### src/rtl/imem_loader.sv
// Boot-time loader: parses a little-endian word count from a byte stream, packs 32-bit
// little-endian instructions into the instruction memory, and holds the core in reset until done.
module imem_loader #(
  parameter int DATA      = 32,
  parameter int ADDR      = 32,
  parameter int MEM_DEPTH = 256
) (
  input  logic            clk,
  input  logic            rst,
  input  logic            in_valid,
  input  logic [7:0]      in_byte,
  output logic            in_ready,
  input  logic            reload,
  output logic            mem_we,
  output logic [DATA-1:0] mem_wd,
  output logic [ADDR-1:0] mem_addr,
  output logic            core_rst,
  output logic            load_done,
  output logic            load_err,
  output logic [15:0]     words_loaded
);

  typedef enum logic [2:0] {
    S_IDLE, S_LEN_LO, S_LEN_HI, S_DATA, S_WRITE, S_DONE, S_ERR
  } state_t;

  state_t          state;
  logic [15:0]     count;
  logic [1:0]      byte_idx;
  logic [DATA-1:0] word_p0;
  logic            take;
  logic [15:0]     len_full;

  assign take     = in_valid && in_ready;
  assign len_full = {in_byte, count[7:0]};

  // Handshake and status outputs decode only the state register, never in_valid.
  assign in_ready  = (state == S_LEN_LO) || (state == S_LEN_HI) || (state == S_DATA);
  assign mem_we    = (state == S_WRITE);
  assign core_rst  = (state != S_DONE);
  assign load_done = (state == S_DONE);
  assign load_err  = (state == S_ERR);

  always_ff @(posedge clk) begin
    if (rst) begin
      state        <= S_IDLE;
      count        <= '0;
      byte_idx     <= '0;
      mem_wd       <= '0;
      mem_addr     <= '0;
      words_loaded <= '0;
    end else begin
      case (state)
        S_IDLE: state <= S_LEN_LO;
        S_LEN_LO: begin
          if (take) begin
            count[7:0] <= in_byte;
            state      <= S_LEN_HI;
          end
        end
        S_LEN_HI: begin
          if (take) begin
            count[15:8]  <= in_byte;
            byte_idx     <= '0;
            words_loaded <= '0;
            if (len_full == 16'd0)
              state <= S_DONE;
            else if (len_full > 16'(MEM_DEPTH))
              state <= S_ERR;
            else
              state <= S_DATA;
          end
        end
        S_DATA: begin
          if (take) begin
            byte_idx <= byte_idx + 2'd1;
            if (byte_idx == 2'd3) begin
              mem_wd   <= {in_byte, word_p0[DATA-1:8]};
              mem_addr <= ADDR'({words_loaded, 2'b00});
              state    <= S_WRITE;
            end
          end
        end
        S_WRITE: begin
          words_loaded <= words_loaded + 16'd1;
          state        <= (words_loaded + 16'd1 == count) ? S_DONE : S_DATA;
        end
        S_DONE, S_ERR: begin
          if (reload) begin
            words_loaded <= '0;
            state        <= S_IDLE;
          end
        end
        default: state <= S_IDLE;
      endcase
    end
  end

  // Bytes shift in from the top so the first byte ends up in bits [7:0] after four accepts;
  // byte_idx restarting at 0 guarantees no partial word survives a reset.
  always_ff @(posedge clk) begin
    if (state == S_DATA && take)
      word_p0 <= {in_byte, word_p0[DATA-1:8]};
  end

endmodule

### config.mk
export PLATFORM = sky130hd
export DESIGN_NAME = imem_loader
export DESIGN_NICKNAME = d
export VERILOG_FILES = /design/src/rtl/imem_loader.sv
export SDC_FILE = /design/constraint.sdc
export NUM_CORES = 1
export LEC_CHECK = 0
export CAP_MARGIN = 20
export CORE_MARGIN = 4
export CORE_UTILIZATION = 50
export DETAILED_ROUTE_END_ITERATION = 12
export PLACE_DENSITY = 0.85
export SYNTH_ARGS = -nofsm -noshare
export SYNTH_HDL_FRONTEND = slang
export SYNTH_SLANG_ARGS = --single-unit
### constraint.sdc
create_clock -name clk -period 3.2 [get_ports clk]
set_input_delay 0.32 -clock clk [delete_from_list [all_inputs] [get_ports clk]]
set_output_delay 0.32 -clock clk [all_outputs]
set_load 0.01 [all_outputs]
== Yosys cells after proc, flatten, opt, wreduce, memory -nomap -nowiden ==
Cells that the tools add are included.

* Muxes and demuxes: 15
* Equal/unequal tests: 14
* $lt $le $gt $ge: 1
* Add/sub/neg operators: 2
* Reduce and logical (&&, ||, !) cells: 15

{| class="wikitable"
|+ Operators by type and width
! kind !! number
|-
| 16-bit one-hot mux with 3 select lines || 1
|-
| 16-bit 2-to-1 mux || 2
|-
| 3-bit 2-to-1 mux || 8
|-
| 3-bit one-hot mux with 6 select lines || 1
|-
| 16-bit by 1-bit adder with 16-bit output, second input constant || 1
|-
| 16-bit == test || 1
|-
| 16-bit by 9-bit > comparator with 1-bit output, second input constant || 1
|-
| 16-bit logical NOT || 1
|-
| 2-bit inequality test, second input constant || 5
|-
| 3-bit == test, second input constant || 3
|-
| 3-bit AND reduction || 3
|-
| 3-bit by 2-bit == test with 1-bit output, second input constant || 2
|-
| 5-bit AND reduction || 1
|-
| 2-bit 2-to-1 mux || 2
|-
| 2-bit one-hot mux with 2 select lines || 1
|-
| 2-bit AND reduction || 2
|-
| 3-bit by 1-bit == test with 1-bit output, second input constant || 1
|-
| 3-bit logical NOT || 1
|-
| 3-bit inequality test, second input constant || 1
|-
| 3-bit nonzero test || 1
|-
| 2-bit by 1-bit adder with 2-bit output, second input constant || 1
|-
| 2-bit == test, second input constant || 1
|-
| 1-bit logical AND || 2
|-
| 1-bit logical OR || 2
|-
| other kinds (2) || 2
|}

* Register bits after elaboration: 117

== Logic depth before layout (Yosys ltp) ==
* Depth in word-level cells: 6
* Gate-level depth with buffers: 8

== Worst setup path before layout ==
Ideal clock, no wire load.

* Path kind: input port to flip-flop
* Start: input in_valid
* End: register mem_addr[10]
* Cell stages on the path: 8
* Arrival: 2.587 ns
* Data required time: 3.068 ns
* Setup slack: 0.481 ns
* Cell sequence: nor2b_1 nand2_1 nor2_1 nand2_1 clkbuf_1 clkbuf_1 nand2_1 a21oi_1

* Word-level cells in the longest chain between the ends: 2

{| class="wikitable"
|+ Ends and longest elaborated chain
! element !! RTL line !! source
|-
| start: declaration || 10 || <nowiki>input logic in_valid,</nowiki>
|-
| 1-bit logical AND || 34 || <nowiki>assign take = in_valid && in_ready;</nowiki>
|-
| 3-bit AND reduction (no line) || -- ||
|-
| end signal: assignment || 79 || <nowiki>mem_addr <= ADDR'({words_loaded, 2'b00});</nowiki>
|-
| end: declaration || 16 || <nowiki>output logic [ADDR-1:0] mem_addr,</nowiki>
|}

Every way passes these cells.
A chain may end at the register's enable or synchronous reset.

== Worst setup path after layout ==
* Start: register words_loaded[0]
* End: register state[1]

* Word-level cells in the longest chain between the ends: 4

{| class="wikitable"
|+ Ends and longest elaborated chain
! element !! RTL line !! source
|-
| start: declaration || 20 || <nowiki>output logic [15:0] words_loaded</nowiki>
|-
| start signal: assignment || 85 || <nowiki>words_loaded <= words_loaded + 16'd1;</nowiki>
|-
| 16-bit by 1-bit adder with 16-bit output || 86 || <nowiki>state <= (words_loaded + 16'd1 == count) ? S_DONE : S_DATA;</nowiki>
|-
| 16-bit == test || 86 ||
|-
| 3-bit 2-to-1 mux || 86 ||
|-
| 3-bit one-hot mux with 6 select lines || 53 || <nowiki>case (state)</nowiki>
|-
| end signal: assignment || 86 ||
|-
| end: declaration || 27 || <nowiki>state_t state;</nowiki>
|}

Every way passes these cells.

==> flow_results.org <==
** Status
- The flow ran to the end, and the final reports show no timing, DRC or antenna violations.

** Worst hold path
- The path class of the tightest hold or removal check is in2reg.
- End point of the most critical hold path :: byte_idx[0]$_SDFFE_PP0P_
- Counting instances, the worst hold path has a depth of 2.
- In this run the most critical hold path is launched from rst.

** STA
- Timing would allow up to approximately 400 MHz.
- Final count of negative-setup-slack endpoints :: 0
- On the final layout, the worst clock skew is around 0.010 ns.
- The worst path in the final design needs a cycle of 2.55 ns, including I/O delays and setup.
- The max-slew violation total from the final report came to 0.
- Final critical-path share of the clock period :: 0.798
- Setup repair after global routing left no endpoint under its margin.
- Final setup margin :: ~0.65 ns
- Least-Margin Pin Slew :: 0.879 ns
- The count of final hold-check violations is 0.
- The worst pin sits at a relative slew slack of 0.412.
- After routing, the total negative slack on setup checks comes to 0 ns.

** Critical path
- Data arrival time of the worst path :: between 2 and 3 ns
- Broken down by cell family, the worst path's largest delay share belongs to compound AO/OA/AOI/OAI gates.
- Reg2reg path depth :: 7
- Sequence of cells on the critical path :: ha_1 > nand4_4 > or2_1 > a211o_1 > a211oi_1 > nand4_1 > a31o_1
- The worst register-to-register path begins at words_loaded[0]$_SDFFE_PP0P_.
- Data required time of the worst path :: 3.46 ns
- Total buffers and inverters traversed by the critical path :: 0
- Among all stages on the critical path, the largest delay is contributed by sky130_fd_sc_hd__dfxtp_1.
- By startpoint and endpoint, the worst setup path is classified as reg2reg.
- Crit-path max FO :: 9
- Reg-to-Reg End :: state[1]$_SDFFE_PP0P_
- CP Launch Type :: register
- The setup check on the worst reg-to-reg path leaves a slack of about 0.65 ns.
- STA classifies the critical path endpoint as a register.
- Delay of the slowest cell on the worst path :: 0.51 ns
- Start point of the critical path :: words_loaded[0]$_SDFFE_PP0P_

** Place
- Final weighted congestion in routability-driven placement :: 0.887
- Post-place instance area :: roughly 0.0056 mm²
- The HPWL after detailed placement is about 8.2 mm.
- The number of placed instances, taps included, is around 750.
- Post-Place Worst Slack :: 0.659 ns
- Port buffering added 80 buffers.

** GRT
- Total routing usage reported by global routing :: 0.201
- First-pass GRT wire length :: roughly 19 mm
- Global-route congestion overflow total :: 0
- The initial antenna violation count came to 0.
- The via count of the first global-routing pass was 3,920.
- Maximum number of pins on one net before global-route repair :: 63

** Route
- DRC Markers :: 0
- In this run the remaining antenna-violating nets after routing total 0.
- Detail-routed net length per standard cell :: approximately 15 µm
- Using the TritonRoute via totals, the vias-per-cell ratio works out to around 5.5.
- The routed layout has roughly 4,200 vias.
- After the first detailed-routing iteration, the DRC count stood at 243.
- The first TritonRoute pass finished after 6 iterations.
- Final WL :: ~11 mm

** Pwr
- Power density cells :: slightly below 500 mW/mm²
- Peak ir drop on the vdd network :: about 0.00036 V
- Summed over all cells, the static leakage comes to ~0.0019 µW.

** Clock network
- Post-CTS timing repair inserted 0 buffers for setup.
- Counting along the longest clock path gives a buffer depth of 2.
- In this run, post-CTS hold repair placed 0 buffers.
- CTS built an H-tree with a depth of 3.
- CTS tree :: yes
- Clock-pin slew of the registers on the worst-case setup and hold paths :: 0.10 ns
- Clock sink count :: around 110
- In this run the clock root is driven by a sky130_fd_sc_hd__clkbuf_8.
- Latest clock arrival within the worst-skew pair :: roughly 0.37 ns
- CTS buffer count :: 9
- Post-CTS repair changed the size of 0 cells.

** Synth
- The Yosys step of the flow raised 0 warnings.
- The synthesized design contains 24 enable-type register cells.
- For this run, asynchronously set or reset flops after synthesis account for 0.
- The most used flip-flop cell after synthesis is sky130_fd_sc_hd__dfxtp_1.
- The share of synthesized area in the top cell type comes to 0.348.
- Cell variety after synth :: 64
- Number of storage elements in the synthesis netlist :: roughly 110
- In the post-synthesis netlist, the cell with the most instances is sky130_fd_sc_hd__nand2_1.
- For this run, the register share of the synthesized area comes to 0.495.
- A synthesized cell averages 8.55 µm².
- Most area-consuming cells after synthesis :: sky130_fd_sc_hd__dfxtp_1 35%, sky130_fd_sc_hd__edfxtp_1 15%, sky130_fd_sc_hd__nand2_1 12%
- Synthesis produced a netlist whose cell count is around 570.
- Cell area after technology mapping :: 0.00489 mm²
- List of most frequent post-synthesis cells :: 151 x sky130_fd_sc_hd__nand2_1, 91 x sky130_fd_sc_hd__a21oi_1, 85 x sky130_fd_sc_hd__dfxtp_1
- Largest area contributor in the synthesized netlist :: sky130_fd_sc_hd__dfxtp_1

** Floorplanning
- Core Rows :: 35
- The floorplan step defined a die boundary enclosing about 0.011 mm².
- Die span in x :: about 110 µm
- Die outline height :: between 100 and 150 µm
- Initial standard-cell utilization of the core :: 0.522
- The core region is roughly 0.0094 mm².
- In this run the count of I/O pins placed on the die edge is 97.

** Finish
- Compared with the post-synthesis result, the final layout area differs by 18.7%.
- The finished cells cover 0.00581 mm².
- Share of cells above drive strength 1 :: 0.0567
- The multi-input combinational cells in the finished layout cover a total of around 0.0022 mm².
- Measured on the finished design, the core utilization comes to 0.619.
- After the flow finishes, the layout carries non-filler instances totaling about 760.
- # nets final :: roughly 640
- Number of antenna repair diodes :: 0
- Counting the fill cells in the layout gives roughly 810.
- Area taken by flip-flops and latches :: approximately 0.0024 mm²

** Job
- Across the run, the number of max-cap violations was 0.
## registers in the layout, indices dropped and copies added (netlist names)
name,count
byte_idx,2
count,16
mem_addr,16
mem_wd,32
state,3
word_p0,24
words_loaded,16
## worst reg2reg max path, stage by stage (launching register included)
cell and delay (ns):
sky130_fd_sc_hd__dfxtp_1 0.51, sky130_fd_sc_hd__ha_1 0.36, sky130_fd_sc_hd__nand4_4 0.20, sky130_fd_sc_hd__or2_1 0.33
sky130_fd_sc_hd__a211o_1 0.27, sky130_fd_sc_hd__a211oi_1 0.28, sky130_fd_sc_hd__nand4_1 0.22, sky130_fd_sc_hd__a31o_1 0.27
## routing by layer
metal | GRT usage | part of all wire | up-vias | routed length, µm
met3 | 0.0409 | 0.059 | 14 | 674
met4 | 0.0667 | 0.011 | 0 | 125
met1 | 0.262 | 0.44 | 1978 | 5050
li1 | - | - | 2040 | -
met2 | 0.333 | 0.49 | 153 | 5610
met5 | 0 | 0 | - | 0
## power by group
part           leakage [µW]  internal, µW  switching (µW)
combinational      0.000945           206             315
sequential         0.000902          1470            85.2
clock             0.0000928           304             486
## final cells by class
class                   instances  area share
multi-input cells             416       0.372
clock buffers                  11      0.0226
flip-flops and latches        109       0.417
inverters                       8     0.00517
clock inverters                 5     0.00841
repair buffers                 86       0.147
well taps                     129      0.0278
## kinds of logic after synthesis
family                   after synthesis  synth area share
other                                  1          0.000767
AO/OA/AOI/OAI                        142             0.167
flip-flops                           109             0.495
adder cells (fa/ha/maj)                3           0.00716
AND/OR/NAND/NOR                      238             0.222
XOR/XNOR                              15            0.0269
buffers and inverters                 62            0.0765
multiplexers                           2           0.00409
## placed cells by master (no fill, tap or decap), types with 2 or more instances in the layout
cell | netlist | final
sky130_fd_sc_hd__nor2_1 | 30 | 29
sky130_fd_sc_hd__nand2_1 | 151 | 150
sky130_fd_sc_hd__dfxtp_1 | 85 | 85
sky130_fd_sc_hd__xnor2_1 | 10 | 10
sky130_fd_sc_hd__a211o_1 | 3 | 3
sky130_fd_sc_hd__inv_6 | 0 | 3
sky130_fd_sc_hd__a31oi_1 | 3 | 3
sky130_fd_sc_hd__nand3b_1 | 2 | 2
sky130_fd_sc_hd__o21a_1 | 2 | 2
sky130_fd_sc_hd__xor2_1 | 5 | 5
sky130_fd_sc_hd__inv_8 | 0 | 2
sky130_fd_sc_hd__clkdlybuf4s50_1 | 0 | 79
sky130_fd_sc_hd__clkbuf_8 | 2 | 9
sky130_fd_sc_hd__clkbuf_1 | 21 | 2
sky130_fd_sc_hd__nand4_2 | 2 | 2
sky130_fd_sc_hd__nor3_1 | 8 | 8
sky130_fd_sc_hd__nor4_1 | 3 | 3
sky130_fd_sc_hd__conb_1 | 1 | 16
sky130_fd_sc_hd__o31ai_1 | 2 | 2
sky130_fd_sc_hd__ha_1 | 2 | 2
sky130_fd_sc_hd__or4_1 | 2 | 2
sky130_fd_sc_hd__and3_1 | 3 | 3
sky130_fd_sc_hd__o21ai_0 | 19 | 19
sky130_fd_sc_hd__nand3_1 | 9 | 9
sky130_fd_sc_hd__buf_4 | 21 | 5
sky130_fd_sc_hd__nor4_2 | 2 | 2
sky130_fd_sc_hd__edfxtp_1 | 24 | 24
sky130_fd_sc_hd__or3_1 | 4 | 4
sky130_fd_sc_hd__nand2b_1 | 3 | 3
sky130_fd_sc_hd__a21oi_1 | 91 | 91
sky130_fd_sc_hd__a211oi_1 | 4 | 4
sky130_fd_sc_hd__inv_1 | 8 | 8
sky130_fd_sc_hd__mux2i_1 | 2 | 2
sky130_fd_sc_hd__nor2b_1 | 4 | 4
sky130_fd_sc_hd__nand4_1 | 4 | 4
## worst max path at each step
stage / endpoint / slack [ns] / cells after the start
after floorplan: mem_addr[10]$_SDFFE_PP0P_ / 0.48 / 8
after global placement: state[1]$_SDFFE_PP0P_ / 0.77 / 7
after detailed placement: mem_wd[6]$_SDFFE_PP0P_ / 0.66 / 7
after CTS: state[1]$_SDFFE_PP0P_ / 0.65 / 7
after global routing: state[2]$_SDFFE_PP0P_ / 0.44 / 7
final: state[1]$_SDFFE_PP0P_ / 0.65 / 7
## metrics by stage
step,hold WS [ns],power (µW)
detailed placement,0.434,2100
finish,0.365,2870
floorplan,0.419,1970
CTS,0.354,2870
global route,0.391,3010
global placement,0.435,2070
(Power assumes the default switching activity.)
